File: config.mk
export PLATFORM = sky130hd
export DESIGN_NAME = wb_reg_writer
export DESIGN_NICKNAME = d
export VERILOG_FILES = /design/src/rtl/wb_reg_writer.sv
export SDC_FILE = /design/constraint.sdc
export NUM_CORES = 1
export LEC_CHECK = 0
export ABC_AREA = 1
export BUFFER_PORTS_ARGS = -buffer_cell sky130_fd_sc_hd__buf_2
export CAP_MARGIN = 20
export CORE_MARGIN = 2
export CORE_UTILIZATION = 35
export DETAILED_ROUTE_END_ITERATION = 10
export GPL_ROUTABILITY_DRIVEN = 0
export PLACE_DENSITY = 0.58
export SLEW_MARGIN = 20
export SYNTH_ARGS = -nofsm -noshare
export SYNTH_HDL_FRONTEND = slang
export SYNTH_SLANG_ARGS = --single-unit
File: constraint.sdc
create_clock -name clk -period 8.85 [get_ports clk]
set_clock_uncertainty 0.2 [all_clocks]
set_input_delay 1.77 -clock clk [delete_from_list [all_inputs] [get_ports clk]]
set_output_delay 1.77 -clock clk [all_outputs]
set_load 0.01 [all_outputs]
File: src/rtl/wb_reg_writer.sv
// Write-back commit unit: arbitrates ALU/load results into a small FIFO and emits
// them to the register file as single-cycle write pulses separated by an idle cycle.
// Optional build macro: WB_BYPASS_EN (empty-FIFO entries skip the FIFO for 1-edge latency).
//
// Handshake: a source transfers on the rising edge where x_valid && x_ready are both
// high; x_ready is combinational from the valids, the round-robin pointer and count.
module wb_reg_writer #(
  parameter int DEPTH  = 4,
  parameter int DATA_W = 32
) (
  input  logic                     clk,
  input  logic                     rst_n,
  input  logic                     alu_valid,
  input  logic [4:0]               alu_rd,
  input  logic [DATA_W-1:0]        alu_data,
  output logic                     alu_ready,
  input  logic                     mem_valid,
  input  logic [4:0]               mem_rd,
  input  logic [DATA_W-1:0]        mem_data,
  output logic                     mem_ready,
  output logic [4:0]               reg_write,
  output logic [DATA_W-1:0]        data_write,
  output logic [$clog2(DEPTH):0]   count,
  output logic                     pending
);

  localparam int PTR_W = $clog2(DEPTH);
  localparam int CNT_W = PTR_W + 1;

  typedef enum logic {ST_IDLE, ST_WRITE} state_e;

  state_e              state_q, state_d;
  logic                rr_q, rr_d;
  logic [PTR_W-1:0]    wr_ptr_q, wr_ptr_d;
  logic [PTR_W-1:0]    rd_ptr_q, rd_ptr_d;
  logic [CNT_W-1:0]    count_q, count_d;
  logic [4:0]          reg_write_q, reg_write_d;
  logic [DATA_W-1:0]   data_write_q, data_write_d;
  logic                pending_q, pending_d;

  logic [4:0]          fifo_rd_q   [DEPTH];
  logic [DATA_W-1:0]   fifo_data_q [DEPTH];

  logic                full;
  logic                grant_alu;
  logic                grant_mem;
  logic                accept;
  logic [4:0]          acc_rd;
  logic [DATA_W-1:0]   acc_data;
  logic                pop;
  logic                push;
  logic                bypass;

  // Arbitration and acceptance; rr_q = 1 means the load side wins the next contest.
  always_comb begin
    full      = (count_q == CNT_W'(DEPTH));
    grant_alu = alu_valid && (!mem_valid || !rr_q);
    grant_mem = mem_valid && (!alu_valid || rr_q);
    accept    = (grant_alu || grant_mem) && !full;
    acc_rd    = grant_alu ? alu_rd : mem_rd;
    acc_data  = grant_alu ? alu_data : mem_data;
    pop       = (state_q == ST_IDLE) && (count_q != '0);
`ifdef WB_BYPASS_EN
    bypass    = (state_q == ST_IDLE) && (count_q == '0) && accept && (acc_rd != 5'd0);
`else
    bypass    = 1'b0;
`endif
    // rd = 0 results are acknowledged but never stored.
    push      = accept && (acc_rd != 5'd0) && !bypass;
  end

  assign alu_ready = grant_alu && !full;
  assign mem_ready = grant_mem && !full;

  always_comb begin
    rr_d         = (accept && alu_valid && mem_valid) ? !rr_q : rr_q;
    wr_ptr_d     = push ? wr_ptr_q + PTR_W'(1) : wr_ptr_q;
    rd_ptr_d     = pop  ? rd_ptr_q + PTR_W'(1) : rd_ptr_q;
    count_d      = count_q + CNT_W'(push) - CNT_W'(pop);
    state_d      = state_q;
    reg_write_d  = reg_write_q;
    data_write_d = data_write_q;
    case (state_q)
      ST_IDLE: begin
        if (pop) begin
          state_d      = ST_WRITE;
          reg_write_d  = fifo_rd_q[rd_ptr_q];
          data_write_d = fifo_data_q[rd_ptr_q];
        end else if (bypass) begin
          state_d      = ST_WRITE;
          reg_write_d  = acc_rd;
          data_write_d = acc_data;
        end
      end
      ST_WRITE: begin
        // Forced idle cycle so back-to-back writes to one rd stay distinct events.
        state_d     = ST_IDLE;
        reg_write_d = 5'd0;
      end
      default: begin
        state_d     = ST_IDLE;
        reg_write_d = 5'd0;
      end
    endcase
    pending_d = (count_d != '0) || (state_d == ST_WRITE);
  end

  always_ff @(posedge clk or negedge rst_n) begin
    if (!rst_n) begin
      state_q      <= ST_IDLE;
      rr_q         <= 1'b0;
      wr_ptr_q     <= '0;
      rd_ptr_q     <= '0;
      count_q      <= '0;
      reg_write_q  <= 5'd0;
      data_write_q <= '0;
      pending_q    <= 1'b0;
    end else begin
      state_q      <= state_d;
      rr_q         <= rr_d;
      wr_ptr_q     <= wr_ptr_d;
      rd_ptr_q     <= rd_ptr_d;
      count_q      <= count_d;
      reg_write_q  <= reg_write_d;
      data_write_q <= data_write_d;
      pending_q    <= pending_d;
    end
  end

  // Storage needs no reset: count_q alone decides which slots are live.
  always_ff @(posedge clk) begin
    if (push) begin
      fifo_rd_q[wr_ptr_q]   <= acc_rd;
      fifo_data_q[wr_ptr_q] <= acc_data;
    end
  end

  assign reg_write  = reg_write_q;
  assign data_write = data_write_q;
  assign count      = count_q;
  assign pending    = pending_q;

endmodule

==> impl_metrics.yaml <==
yosys:
  avgSynthCellArea_um2: 12.3
  synth_xor_area_share_pct: 0.330
  ys_async_sr_fraction_pct: 24.1
  yosys.area_share.simple_pct: 10.9
  seq_area_frac_synth_pct: 70.7
  synth_area_mm2: 0.00795
  synth_seq_cells: 195
  synth_compound_area_share_pct: 8.57
  yosysTopAreaCell: "edfxtp_1"
  synth_top_family_by_area: "simple AND/OR/NAND/NOR gates"
  muxShareOfSynthArea_pct: 4.53
  synthDistinctLibCells: 30
  synth_cells: 647
  synth_fa_ha_area_share_pct: 1.20
  yosysWarnings: 0
  synthFlopType: "edfxtp_1"
  yosysTopAreaCellShare_pct: 55.9
  synth_edf_count: 148
  synth_nets: 732
  netlist_top_cells_area: "edfxtp_1, dfrtp_1, nor2_1"
setup_path:
  worstSetupStartpointType: "input pin"
  cp-end-kind: "output pin"
  crit_fanout: 40
  required_ns: 6.88
  critPathKind: "input pin to output pin"
  cp.arrival_ns: 2.77
pwr:
  p_int_mw: 2.22
  p_comb_share_pct: 32.0
  peakVddDrop_uv: 187
  netSwitchingPower_mw: 1.18
  p_leak_nw: 3.62
  pwr-share-seq_pct: 43.8
  p_per_area_mw_per_mm2: 360
  switching_share_pct: 34.6
  clockPowerShare_pct: 24.2
die:
  io_pins: 121
  chipWidth_um: 155
  start_util_pct: 35.3
  die_y_um: 155
  core_mm2: 0.0225
  die_area_mm2: 0.0239
  rows: 55
detailed_routing:
  drt_wl_total_mm: 16.8
  drc: 0
  firstDrtPassIters: 5
  postRouteAntennaNets: 0
  avgRoutedWirePerCell_um: 15.9
  vias_per_cell: 4.71
  num_vias: 4969
  first_iter_violations: 225
cells_and_area:
  nNetsFinal: 843
  insertedDiodeCount: 0
  layout-drive-gt1-share_pct: 26.3
  nFillCells: 2106
  fin_cells: 1056
  multi_input_area_mm2: 0.00206
  syn_to_final_growth_pct: 18.8
  seqCellArea_mm2: 0.00562
cts:
  cts_resized: 0
  clkSinkCount: 195
  clk_pin_slew_ns: 0.06
  worstSkewPairLatency_ns: 0.43
  post_cts_buffers: 0
  clockBufferDepth: 2
  cts_root_buf: "clkbuf_16"
  cts_tree: "done"
  hold_buffers: 0
  cts_buffers: 17
  cts_max_level: 4
timing:
  tightest_slew_ns: 0.868
  fin_tns_setup_ns: 0
  rsz0062_at_grt: "no"
  hold_violations: 0
  slew_headroom_pct: 42.1
  period_needed_ns: 4.74
  setup_viol: 0
  finalCritPeriodShare_pct: 53.5
  clock.fmax_mhz: 211
  slew_viol_final: 0
global_route:
  grtUsageTotal_pct: 14.3
  grt_max_degree: 76
  grt_overflow: 0
  grt_first_pass_wirelength_mm: 26.1
  grt_pass1_vias: 4766
  antenna_found_initial: 0
run_status:
  status: "completed"
placed_design:
  hpwl_mm: 9.58
  dp.cells: 1024
  port_buffers: 120
worst_hold_path:
  min_path_type: "flip-flop to flip-flop"
job:
  drv_cap: 0
==> per-layer routing <==
metal	up-vias	GRT usage (%)	wire length (µm)
li1	2476	-	-
met1	2368	19.7	8070
met2	110	23.1	7930
met3	15	3.11	646
met4	0	3.84	146
met5	-	0	0
==> flip-flops by register name (all words and copies together), names as in the netlist <==
signal	cells
wr_ptr_q	2
fifo_data_q	128
pending	1
state_q	1
count	3
fifo_rd_q	20
rr_q	1
reg_write	5
data_write	32
rd_ptr_q	2
==> layout make-up <==
type / count / area share [%]
inverter: 33 / 1.34
timing repair buffer: 127 / 6.91
clock buffer: 21 / 4.77
multi-input combinational: 384 / 21.8
tap: 285 / 3.77
sequential: 195 / 59.5
clock inverter: 11 / 1.93
==> metrics by stage <==
| stage | worst slack [ns] | util [%] | total power [mW] | hold WS [ns] | cell area (µm²) |
|---|---|---|---|---|---|
| after floorplan | 4.26 | - | 2.25 | 0.292 | 7950 |
| after global placement | 4.07 | 39.2 | 2.61 | 0.319 | 8810 |
| after detailed placement | 4.01 | 39.2 | 2.63 | 0.321 | 8820 |
| after CTS | 4.07 | 42.0 | 3.45 | 0.336 | 9450 |
| after global routing | 4.01 | 42.0 | 3.64 | 0.370 | 9450 |
| final | 4.11 | 42.0 | 3.40 | 0.330 | 9450 |
==> power by group through the flow <==
| stage | logic (mW) | clock network [mW] | registers (mW) |
|---|---|---|---|
| after floorplan | 0.738 | 0 | 1.51 |
| after global placement | 1.10 | 0 | 1.51 |
| after detailed placement | 1.12 | 0 | 1.51 |
| after CTS | 1.12 | 0.835 | 1.50 |
| after global routing | 1.24 | 0.876 | 1.53 |
| final | 1.09 | 0.824 | 1.49 |
==> logic make-up (layout without fill, tap and decap cells) <==
logic type	count (synthesis)	count (layout)
XOR/XNOR	3	3
AO/OA/AOI/OAI	123	123
flip-flops	195	195
buffers and inverters	68	192
multiplexers	32	32
AND/OR/NAND/NOR	219	219
adder cells (fa/ha/maj)	7	7
==> Yosys cell counts (3+ instances only) <==
master / number
nor2_1: 179
edfxtp_1: 148
o21ai_0: 70
dfrtp_1: 47
a31oi_1: 32
mux2_2: 32
inv_1: 30
nand2_1: 24
buf_2: 18
clkbuf_1: 11
o21ai_1: 10
ha_1: 6
nand3_1: 6
nand2_2: 5
o22ai_1: 5
buf_4: 4
a21oi_1: 3
inv_2: 3
==> path summary, 6_finish.rpt <==
kind	from	end	slack, ns	cells after the start
max	mem_valid	alu_ready	4.11	5
min	fifo_data_q[1][23]	data_write[23]	0.33	2
max reg2reg	rr_q	pending	5.59	14
min reg2reg	fifo_data_q[1][23]	data_write[23]	0.33	2
max in group asynchronous	rst_n	rd_ptr_q[1]	6.65	2
min in group asynchronous	rst_n	data_write[30]	1.29	2
==> critical path, stage by stage <==
cell and delay, ns:
buf_2 0.11, nand2_2 0.12, nand2_4 0.35, a21oi_1 0.24, buf_2 0.15
==> cell usage in the layout (no fill, tap or decap), drive strengths merged, types with 2 or more instances in the layout <==
| cell | count |
|---|---|
| a21oi | 3 |
| a31oi | 32 |
| buf | 127 |
| bufinv | 5 |
| clkbuf | 21 |
| clkinv | 5 |
| dfrtp | 47 |
| edfxtp | 148 |
| ha | 6 |
| inv | 33 |
| mux2 | 32 |
| nand2 | 30 |
| nand3 | 7 |
| nand3b | 2 |
| nor2 | 179 |
| o21ai | 81 |
| o22ai | 5 |
| xor2 | 2 |
Power figures use the tool's default switching activity.
